**config.mk**
```make
export PLATFORM = sky130hd
export DESIGN_NAME = channel_rr_arbiter
export DESIGN_NICKNAME = d
export VERILOG_FILES = /design/src/rtl/channel_rr_arbiter_pkg.sv /design/src/rtl/channel_rr_arbiter_skid_buffer.sv /design/src/rtl/channel_rr_arbiter.sv
export SDC_FILE = /design/constraint.sdc
export NUM_CORES = 1
export LEC_CHECK = 0
export BUFFER_PORTS_ARGS = -buffer_cell sky130_fd_sc_hd__buf_2
export CORE_ASPECT_RATIO = 2
export CORE_MARGIN = 2
export CORE_UTILIZATION = 46
export CTS_CLUSTER_DIAMETER = 100
export DETAILED_ROUTE_END_ITERATION = 16
export PLACE_DENSITY = 0.8
export SLEW_MARGIN = 10
export SYNTH_ARGS = -nofsm -noshare
export SYNTH_HDL_FRONTEND = slang
export SYNTH_SLANG_ARGS = --single-unit
```
**constraint.sdc**
```tcl
create_clock -name clk -period 4.8 [get_ports clk]
set_input_delay 0.96 -clock clk [delete_from_list [all_inputs] [get_ports clk]]
set_output_delay 0.96 -clock clk [all_outputs]
set_load 0.02 [all_outputs]
```
**src/rtl/channel_rr_arbiter_pkg.sv**
```systemverilog
// channel_rr_arbiter_pkg: FSM state encodings and ID-width helper shared by the arbiter slice.
package channel_rr_arbiter_pkg;
  localparam logic IDLE   = 1'b0;
  localparam logic LOCKED = 1'b1;
  function automatic int clog2_min1(input int n);
    return (n > 1) ? $clog2(n) : 1;
  endfunction
endpackage

```
**src/rtl/channel_rr_arbiter_skid_buffer.sv**
```systemverilog
// skid_buffer: registered valid/ready stage; type 0 is a full skid, other types a plain pipe register.
module skid_buffer #(
  parameter int SBUF_TYPE  = 0,
  parameter int DATA_WIDTH = 8
) (
  input  logic                  clk,
  input  logic                  rst_n,
  input  logic [DATA_WIDTH-1:0] bwd_data_i,
  input  logic                  bwd_valid_i,
  output logic                  bwd_ready_o,
  output logic [DATA_WIDTH-1:0] fwd_data_o,
  output logic                  fwd_valid_o,
  input  logic                  fwd_ready_i
);
  generate
    if (SBUF_TYPE == 0) begin : g_full
      logic                  r_m_valid, r_s_valid;
      logic [DATA_WIDTH-1:0] r_m_data, r_s_data;
      logic                  w_load;
      assign w_load      = ~r_m_valid | fwd_ready_i;
      assign bwd_ready_o = ~r_s_valid;
      assign fwd_valid_o = r_m_valid;
      assign fwd_data_o  = r_m_data;
      // The skid slot only fills when the output register is stalled, so ready is purely registered.
      always_ff @(posedge clk) begin
        if (!rst_n) begin
          r_m_valid <= 1'b0;
          r_s_valid <= 1'b0;
        end else if (w_load) begin
          r_m_valid <= r_s_valid | bwd_valid_i;
          r_s_valid <= 1'b0;
        end else if (bwd_valid_i & ~r_s_valid) begin
          r_s_valid <= 1'b1;
        end
      end
      always_ff @(posedge clk) begin
        if (w_load) r_m_data <= r_s_valid ? r_s_data : bwd_data_i;
        if (~w_load & ~r_s_valid) r_s_data <= bwd_data_i;
      end
    end else begin : g_pipe
      logic                  r_valid;
      logic [DATA_WIDTH-1:0] r_data;
      assign bwd_ready_o = ~r_valid | fwd_ready_i;
      assign fwd_valid_o = r_valid;
      assign fwd_data_o  = r_data;
      always_ff @(posedge clk) begin
        if (!rst_n) r_valid <= 1'b0;
        else if (bwd_ready_o) r_valid <= bwd_valid_i;
      end
      always_ff @(posedge clk) begin
        if (bwd_ready_o) r_data <= bwd_data_i;
      end
    end
  endgenerate
endmodule

```
**src/rtl/channel_rr_arbiter.sv**
```systemverilog
// channel_rr_arbiter: round-robin, burst-locked arbiter sharing one valid/ready channel among NUM_REQ requesters.
module channel_rr_arbiter
  import channel_rr_arbiter_pkg::*;
#(
  parameter int  NUM_REQ    = 4,
  parameter int  DATA_WIDTH = 32,
  localparam int ID_W       = clog2_min1(NUM_REQ)
) (
  input  logic                          clk,
  input  logic                          rst_n,
  input  logic [NUM_REQ*DATA_WIDTH-1:0] req_data_i,
  input  logic [NUM_REQ-1:0]            req_last_i,
  input  logic [NUM_REQ-1:0]            req_valid_i,
  output logic [NUM_REQ-1:0]            req_ready_o,
  output logic [DATA_WIDTH-1:0]         fwd_data_o,
  output logic                          fwd_last_o,
  output logic [ID_W-1:0]               fwd_id_o,
  output logic                          fwd_valid_o,
  input  logic                          fwd_ready_i
);
  localparam int SW = DATA_WIDTH + 1 + ID_W;
  logic                  r_state;
  logic [ID_W-1:0]       r_grant, r_last_grant, w_winner;
  logic [DATA_WIDTH-1:0] w_sel_data;
  logic                  w_sel_last, w_sel_valid, w_bwd_valid, w_bwd_ready, w_push;
  logic [SW-1:0]         w_fwd;
  // Descending scan so the closest requester after the last winner is assigned last and wins.
  always_comb begin
    w_winner = r_last_grant;
    for (int k = NUM_REQ; k >= 1; k--) begin
      if (req_valid_i[(int'(r_last_grant) + k) % NUM_REQ]) w_winner = ID_W'((int'(r_last_grant) + k) % NUM_REQ);
    end
  end
  always_comb begin
    w_sel_data  = '0;
    w_sel_last  = 1'b0;
    w_sel_valid = 1'b0;
    req_ready_o = '0;
    for (int k = 0; k < NUM_REQ; k++) begin
      if (r_grant == ID_W'(k)) begin
        w_sel_data     = req_data_i[k*DATA_WIDTH +: DATA_WIDTH];
        w_sel_last     = req_last_i[k];
        w_sel_valid    = req_valid_i[k];
        req_ready_o[k] = (r_state == LOCKED) & w_bwd_ready;
      end
    end
  end
  assign w_bwd_valid = (r_state == LOCKED) & w_sel_valid;
  assign w_push      = w_bwd_valid & w_bwd_ready;
  always_ff @(posedge clk) begin
    if (!rst_n) begin
      r_state      <= IDLE;
      r_grant      <= '0;
      r_last_grant <= ID_W'(NUM_REQ - 1);
    end else if (r_state == IDLE) begin
      if (|req_valid_i) begin
        r_grant <= w_winner;
        r_state <= LOCKED;
      end
    end else if (w_push & w_sel_last) begin
      r_state      <= IDLE;
      r_last_grant <= r_grant;
    end
  end
  skid_buffer #(.SBUF_TYPE(0), .DATA_WIDTH(SW)) u_skid (
    .clk         (clk),
    .rst_n       (rst_n),
    .bwd_data_i  ({r_grant, w_sel_last, w_sel_data}),
    .bwd_valid_i (w_bwd_valid),
    .bwd_ready_o (w_bwd_ready),
    .fwd_data_o  (w_fwd),
    .fwd_valid_o (fwd_valid_o),
    .fwd_ready_i (fwd_ready_i)
  );
  assign {fwd_id_o, fwd_last_o, fwd_data_o} = w_fwd;
endmodule
```
==> metrics.csv, run 1 <==
stage,metric,value,unit
synth,Seq cells post-synth,77,
synth,Syn Area/Cell,18.47,µm²
cts,Skew-Pair Late Insertion Delay,0.33,ns
critical_path,Worst setup SP type,flop,
die,Die ar.,8848,µm²
job,max cap viols,0,
critical_path,CP max stage cell,dfxtp_2,
critical_path,"Req. time, crit path",3.84,ns
critical_path,"CP delay by family, top",flip-flops,
cts,total CTS buffers,9,
critical_path,worst-path cell chain,nand3b_1 > nor2_1 > buf_2,
global_route,Overflow after GRT,0,
cts,Worst-path clk slew,0.05,ns
cts,Post-CTS Setup Bufs,0,
drt,drt drc,0,
cts,deepest clock path buffer count,2,
cells_and_area,final instance area,4949,µm²
synth,post-synth cell types,30,
drt,drt total wl,8725,µm
drt,Routed wire per std cell,18.18,µm
timing,Tightest Pin Transition,1.002,ns
critical_path,Crit Path Category,reg2out,
critical_path,reg2reg start,r_grant[0]$_SDFFE_PN0P_,
timing,clk_skew,0.005110,ns
critical_path,Setup crit end kind,primary output,
cts,CTS sink count,77,
run_status,outcome,completed,
drt,Routed Antenna Nets,0,
global_route,pin count of the biggest net entering global routing,41,
timing,Worst slew margin,33.06,%
critical_path,Critical Path Stages,3,
synth,syn nets,340,
timing,final hold viol count,0,
critical_path,Worst setup endpoint,req_ready_o[2],
placed_design,hpwl dp,6556,µm
placed_design,GPL Wtd Cong,0.8140,
timing,Achievable Freq,0.3536,GHz
drt,Vias,2572,
critical_path,CP bufs+invs,1,
global_route,initial antenna violation count,0,
cells_and_area,area grow syn2layout,33.30,%
timing,fin crit period,2.828,ns
cts,"Hold-fix buffers, CTS",0,
drt,First-pass DRT Iterations,4,
cells_and_area,Antenna Diode Count,0,
synth,number of flops mapped to enable cells by yosys,70,
power_and_ir_drop,Peak VDD IR,0.2651,mV
power_and_ir_drop,Leak,1.997,nW
cts,CTS H-tree depth,3,
die,Die X-Extent,67.52,µm
cts,Root Driver,clkbuf_16,
synth,asr flop ratio synth,0,%
synth,Synth warnings,0,
synth,Synth Instances,201,
timing,"Period Utilization, post-route",58.93,%
die,row count,46,
cts,Post-CTS Resized,0,
cells_and_area,share of layout cells above drive strength 1,68.75,%
critical_path,worst flop-to-flop path endpoint,u_skid.fwd_data_o[17]$_DFFE_PP_,
cts,CTS tree,yes,
global_route,total global-route track usage,20.10,%
timing,unrepaired setup endpoints after global routing,no,
critical_path,crit-path max cell delay,0.95,ns
hold_path,hold_sp,u_skid.g_full.r_s_data[33]$_DFFE_PP_,
critical_path,Reg2Reg Setup Slack,2.44,ns
cells_and_area,Final #Nets,519,
die,I/O Pins,179,
cells_and_area,"commonest non-fill, non-tap cell in the layout",buf_2,
power_and_ir_drop,PwrDens,421.0,nW/µm²
placed_design,number of port buffers,178,
die,Core Footprint,7885,µm²
drt,1st-iter DRT viols,95,
synth,"Seq/Total Area, Yosys",60.40,%
critical_path,crit path max fanout,40,
global_route,first-pass GRT wire length,12700,µm
global_route,vias in the first global route,2608,
synth,"Primary FF master, synth",edfxtp_1,
synth,Synth Cell Area,3712,µm²
critical_path,worst reg-to-reg path cell count,3,
critical_path,Worst EP arrival,1.87,ns
critical_path,CP startpoint,r_grant[1]$_SDFFE_PN0P_,
die,starting density of the core,47.08,%
hold_path,Hold Path Class,reg2reg,
placed_design,DP Area,4674,µm²
die,Die H,131.0,µm
drt,vias per cell,5.358,
timing,max-slew violation count,0,
timing,Sum Neg Setup Slack,0,ns
timing,setup violators final,0,
cells_and_area,"commonest cells after routing, fill and taps aside","178 x buf_2, 70 x edfxtp_1, 34 x mux2_2",
-- through the flow --
stage,instances,hold WS [ns],power (mW),utilization (%),setup slack [ns]
2_1_floorplan,201,0.4709,1.286,-,0.8982
3_3_place_gp,465,0.5064,1.453,59.28,2.085
3_5_place_dp,465,0.5296,1.474,59.28,2.051
4_1_cts,480,0.5357,2.103,62.76,1.964
5_1_grt,480,0.5662,2.171,62.76,1.810
6_report,480,0.5427,2.083,62.76,1.972
-- report_power, final --
group	switching (mW)	total, mW	internal (mW)	leakage [nW]
Combinational	0.258	0.512	0.254	1.12
Sequential	0.0690	0.941	0.872	0.746
Clock	0.234	0.630	0.396	0.132
-- synth_stat cells (2+ instances only) --
cell type  count  area [µm²]
inv_1          3       11.26
a21oi_1        3       15.01
dfxtp_1        7       140.1
o21ai_0        4       20.02
nand2_1        3       11.26
mux2i_1        3       30.03
o211ai_1       3       22.52
nand3_1        2       10.01
nor2_1         8       30.03
nand2b_1       3       18.77
buf_2          5       25.02
nor2b_1        2       12.51
buf_6          3       33.78
mux4_2        33       743.2
clkbuf_1       2       7.510
mux2_2        34       382.9
edfxtp_1      70        2102
-- sequential cells by signal (all words and copies together) (netlist names) --
signal and flops:
u_skid.g_full.r_s_data 35, u_skid.fwd_valid_o 1, u_skid.g_full.r_s_valid 1, r_state 1, u_skid.fwd_data_o 35, r_grant 2
r_last_grant 2
-- worst min-delay path by stage --
stage,to,slack [ns],depth (start not counted)
after CTS,r_state$_SDFF_PN0_,0.54,2
final,u_skid.fwd_data_o[33]$_DFFE_PP_,0.54,2
after floorplan,u_skid.g_full.r_s_data[34]$_DFFE_PP_,0.47,0
after detailed placement,r_state$_SDFF_PN0_,0.53,2
after global placement,r_state$_SDFF_PN0_,0.51,2
after global routing,u_skid.fwd_data_o[0]$_DFFE_PP_,0.57,1
-- layout make-up --
| type | count | area, µm² |
|---|---|---|
| Fill cell | 605 | 2937 |
| Sequential cell | 77 | 2246 |
| Multi-Input combinational cell | 109 | 1391 |
| Timing Repair Buffer | 180 | 905.9 |
| Clock buffer | 12 | 236.5 |
| Tap cell | 96 | 120.1 |
| Clock inverter | 3 | 37.54 |
| Inverter | 3 | 11.26 |
-- worst register-to-register path, delay by kind of cell (launching register included) --
kind,cells,cell delay (ns)
muxes,2,0.88
buffers and inverters,1,0.43
DFF,1,0.80
-- cell families after synthesis --
logic type	after synthesis	share of synthesized area, %
multiplexers	70	31.14
buffers and inverters	15	2.393
AO/OA/AOI/OAI	15	2.696
AND/OR/NAND/NOR	24	3.371
flip-flops	77	60.40
-- per-layer routing --
layer	vias to the layer above	share of wire [%]	track usage [%]
met1	1267	35	22.62
li1	1192	-	-
met2	98	57	34.72
met5	-	0	0
met3	15	5.6	3.767
met4	0	2.4	11.28
No activity file was read; power rests on OpenSTA's default activity.
==> run 2: changes to the inputs <==
--- a/config.mk
+++ b/config.mk
@@ -5,13 +5,14 @@
 export SDC_FILE = /design/constraint.sdc
 export NUM_CORES = 1
 export LEC_CHECK = 0
+export ABC_AREA = 1
 export BUFFER_PORTS_ARGS = -buffer_cell sky130_fd_sc_hd__buf_2
 export CORE_ASPECT_RATIO = 2
 export CORE_MARGIN = 2
-export CORE_UTILIZATION = 46
+export CORE_UTILIZATION = 43
 export CTS_CLUSTER_DIAMETER = 100
 export DETAILED_ROUTE_END_ITERATION = 16
-export PLACE_DENSITY = 0.8
+export PLACE_DENSITY = 0.77
 export SLEW_MARGIN = 10
 export SYNTH_ARGS = -nofsm -noshare
 export SYNTH_HDL_FRONTEND = slang
==> constraint.sdc (replaced) <==
create_clock -name clk -period 2.5 [get_ports clk]
set_input_delay 0.5 -clock clk [delete_from_list [all_inputs] [get_ports clk]]
set_output_delay 0.5 -clock clk [all_outputs]
set_load 0.02 [all_outputs]
==> run 2 against run 1 <==
Compared with the run above:
- first-iteration DRC count increased to 3.4 times the previous value
- cell count increased by 54%
- clock skew about the same
- core utilization decreased by 4.6 points
- synthesized cell count grew 130%
- critical path type unchanged
- largest cell class unchanged
- largest power group unchanged
==> metrics.csv, run 2 <==
stage,metric,value,unit,change
run_status,outcome,completed,,unchanged
placed_design,GPL Wtd Cong,0.9326,,was 0.8140
die,Die X-Extent,71.78,µm,was 67.52 µm
synth,most numerous cell in the Yosys netlist,nand2_1,,was edfxtp_1
timing,Final WS setup,0.3781,ns,was 1.972 ns
global_route,met1 GRT Util,26.30,%,was 22.62%
power_and_ir_drop,Tot Pwr,4.425,mW,was 2.083 mW
cells_and_area,"commonest cells after routing, fill and taps aside","238 x nand2_1, 178 x buf_2, 70 x edfxtp_1",,"was 178 x buf_2, 70 x edfxtp_1, 34 x mux2_2"
cts,CTS sink count,77,,unchanged
critical_path,Reg2Reg Setup Slack,0.51,ns,was 2.44 ns
synth,"Seq/Total Area, Yosys",56.74,%,was 60.40%
critical_path,Worst EP arrival,1.62,ns,was 1.87 ns
timing,setup violators final,0,,unchanged
critical_path,"CP delay by family, top",flip-flops,,unchanged
critical_path,CP bufs+invs,2,,was 1
cells_and_area,final instance area,5210,µm²,was 4949 µm²
synth,"Primary FF master, synth",edfxtp_1,,unchanged
die,Die ar.,10020,µm²,was 8848 µm²
synth,Synth area leaders,"edfxtp_1 53%, nand2_1 23%, nand3_1 5.3%, nand4_1 5.1%, dfxtp_1 3.5%",,"was edfxtp_1 57%, mux4_2 20%, mux2_2 10%, dfxtp_1 3.8%, buf_6 0.91%"
timing,fin crit period,2.122,ns,
cts,CTS tree,yes,,unchanged
timing,Final Hold Slack,0.4097,ns,was 0.5427 ns
global_route,pin count of the biggest net entering global routing,39,,was 41
cts,deepest clock path buffer count,2,,unchanged
critical_path,Setup crit end kind,primary output,,unchanged
hold_path,Hold Path Class,in2reg,,was reg2reg
critical_path,CP max stage cell,dfxtp_1,,was dfxtp_2
timing,Worst slew margin,60.29,%,was 33.06%
drt,vias per cell,5.263,,was 5.358
timing,Sum Neg Setup Slack,0,ns,unchanged
cells_and_area,area grow syn2layout,31.86,%,was 33.30%
power_and_ir_drop,Seq pwr share,41.3,%,was 45.2%
synth,Synth Instances,461,,was 201
power_and_ir_drop,Peak VDD IR,0.5196,mV,was 0.2651 mV
critical_path,worst flop-to-flop path endpoint,u_skid.fwd_data_o[28]$_DFFE_PP_,,was u_skid.fwd_data_o[17]$_DFFE_PP_
power_and_ir_drop,P_int,3.003,mW,was 1.522 mW
cts,"Hold-fix buffers, CTS",0,,unchanged
synth,cell taking the most area after synthesis,edfxtp_1,,unchanged
power_and_ir_drop,combinational share of power,28.4,%,was 24.6%
cells_and_area,"non-filler cells, final",741,,was 480
timing,"Period Utilization, post-route",84.88,%,
timing,Achievable Freq,0.4713,GHz,
cts,Root Driver,clkbuf_16,,unchanged
die,I/O Pins,179,,unchanged
placed_design,Place WS,0.5447,ns,was 2.051 ns
die,row count,49,,was 46
drt,Routed wire per std cell,15.80,µm,was 18.18 µm
cts,Post-CTS Resized,0,,unchanged
global_route,Overflow after GRT,0,,unchanged
cts,Skew-Pair Late Insertion Delay,0.33,ns,about the same
global_route,met2 usage,41.57,%,was 34.72%
die,Core Footprint,8951,µm²,was 7885 µm²
global_route,met3 usage,3.983,%,was 3.767%
synth,number of flops mapped to enable cells by yosys,70,,unchanged
critical_path,worst reg-to-reg path cell count,7,,was 3
drt,1st-iter DRT viols,322,,was 95
drt,drt drc,0,,unchanged
power_and_ir_drop,Leak,2.503,nW,was 1.997 nW
critical_path,reg2reg start,r_grant[1]$_SDFFE_PN0P_,,was r_grant[0]$_SDFFE_PN0P_
cells_and_area,"commonest non-fill, non-tap cell in the layout",nand2_1,,was buf_2
drt,drt total wl,11710,µm,was 8725 µm
power_and_ir_drop,P_sw,1.422,mW,was 0.5613 mW
global_route,initial antenna violation count,1,,was 0
die,starting density of the core,44.14,%,was 47.08%
synth,Synth Cell Area,3951,µm²,was 3712 µm²
cts,CTS H-tree depth,3,,unchanged
synth,Seq cells post-synth,77,,unchanged
global_route,gr busiest metal,met2,,unchanged
hold_path,Hold Path Sink,r_last_grant[1]$_SDFFE_PN1P_,,was u_skid.fwd_data_o[33]$_DFFE_PP_
die,Die H,139.6,µm,was 131.0 µm
critical_path,Crit Path Category,reg2out,,unchanged
synth,commonest cells in the netlist,"238 x nand2_1, 70 x edfxtp_1, 42 x nand3_1",,"was 70 x edfxtp_1, 34 x mux2_2, 33 x mux4_2"
global_route,total global-route track usage,23.31,%,was 20.10%
power_and_ir_drop,PwrDens,849.4,nW/µm²,was 421.0 nW/µm²
drt,Vias,3900,,was 2572
timing,unrepaired setup endpoints after global routing,no,,unchanged
drt,First-pass DRT Iterations,6,,was 4
critical_path,"Req. time, crit path",2.00,ns,was 3.84 ns
synth,post-synth cell types,24,,was 30
critical_path,Worst setup SP type,flop,,unchanged
placed_design,number of port buffers,178,,unchanged
timing,Tightest Pin Transition,0.5948,ns,was 1.002 ns
synth,post-synth top area share,53.20,%,was 56.62%
critical_path,Critical Path Stages,3,,unchanged
power_and_ir_drop,clock power share,30.3,%,about the same
power_and_ir_drop,sw frac,32.13,%,was 26.95%
timing,clk_skew,0.005041,ns,was 0.005110 ns
synth,asr flop ratio synth,0,%,unchanged
synth,syn nets,600,,was 340
critical_path,crit-path max cell delay,0.61,ns,was 0.95 ns
placed_design,DP Area,4901,µm²,was 4674 µm²
job,max cap viols,0,,unchanged
critical_path,worst-path cell chain,inv_2 > nor3_1 > buf_2,,was nand3b_1 > nor2_1 > buf_2
cells_and_area,share of layout cells above drive strength 1,33.70,%,was 68.75%
cells_and_area,final core occ,58.21,%,was 62.76%
global_route,first-pass GRT wire length,18040,µm,was 12700 µm
cts,Post-CTS Setup Bufs,0,,unchanged
hold_path,Cells on Worst Hold Path,2,,unchanged
critical_path,crit path max fanout,14,,was 40
hold_path,hold_sp,rst_n,,was u_skid.g_full.r_s_data[33]$_DFFE_PP_
cells_and_area,Final #Nets,772,,was 519
timing,max-slew violation count,0,,unchanged
placed_design,hpwl dp,8493,µm,was 6556 µm
timing,final hold viol count,0,,unchanged
synth,Syn Area/Cell,8.571,µm²,was 18.47 µm²
cts,total CTS buffers,9,,unchanged
global_route,vias in the first global route,3818,,was 2608
placed_design,Post-Place Cells,724,,was 465
drt,Routed Antenna Nets,0,,unchanged
cts,Worst-path clk slew,0.06,ns,was 0.05 ns
synth,Synth warnings,0,,unchanged
-- run 2: cell count changes in the layout (fill, tap and decap cells not counted), moves of 3 or more --
cell / before / now
inv_1: 3 / 15
nand3_1: 2 / 42
mux4_2: 33 / 0
nor2_1: 7 / 3
buf_4: 2 / 7
inv_2: 0 / 4
nor2_4: 1 / 4
o211ai_1: 3 / 0
nand2_1: 3 / 238
mux2_2: 34 / 0
mux2i_1: 3 / 0
nand4_1: 0 / 32
-- run 2: worst max-delay path by stage --
stage | from | endpoint | slack (ns)
after floorplan | fwd_ready_i | u_skid.g_full.r_s_data[0]$_DFFE_PP_ | 0.34
after global placement | r_grant[0]$_SDFFE_PN0P_ | u_skid.fwd_data_o[28]$_DFFE_PP_ | 0.60
after detailed placement | r_grant[1]$_SDFFE_PN0P_ | u_skid.fwd_data_o[28]$_DFFE_PP_ | 0.54
after CTS | r_grant[1]$_SDFFE_PN0P_ | req_ready_o[2] | 0.37
after global routing | r_grant[1]$_SDFFE_PN0P_ | req_ready_o[2] | 0.28
final | r_grant[1]$_SDFFE_PN0P_ | req_ready_o[2] | 0.38
-- run 2: area by class of cell --
type                       instances  area, µm²
fill                             807       3741
sequential                        77       2243
multi-input combinational        339       1491
timing repair buffer             186      963.4
clock buffer                      10      229.0
tap                              102      127.6
clock inverter                     6      77.57
inverter                          20      75.07
antenna                            1      2.502
-- run 2: cell families (layout without fill, tap and decap cells) --
family | count (synthesis) | count (layout) | share of synthesized area (%)
other | 0 | 1 | 0
AO/OA/AOI/OAI | 12 | 12 | 1.710
flip-flops | 77 | 77 | 56.74
buffers and inverters | 45 | 222 | 5.700
AND/OR/NAND/NOR | 327 | 327 | 35.85
-- run 2: metal layers --
metal,up-vias,routed length [µm]
li1,1892,-
met1,1785,4290
met2,195,6285
met3,28,780
met4,0,352
met5,-,0
-- run 2: power by group through the flow --
| stage | sequential, mW | clock (mW) | combinational [mW] |
|---|---|---|---|
| CTS | 1.83 | 1.36 | 1.25 |
| floorplan | 2.05 | 0 | 0.594 |
| global route | 1.85 | 1.41 | 1.37 |
| detailed placement | 1.85 | 0 | 1.24 |
| finish | 1.83 | 1.34 | 1.26 |
| global placement | 1.85 | 0 | 1.22 |
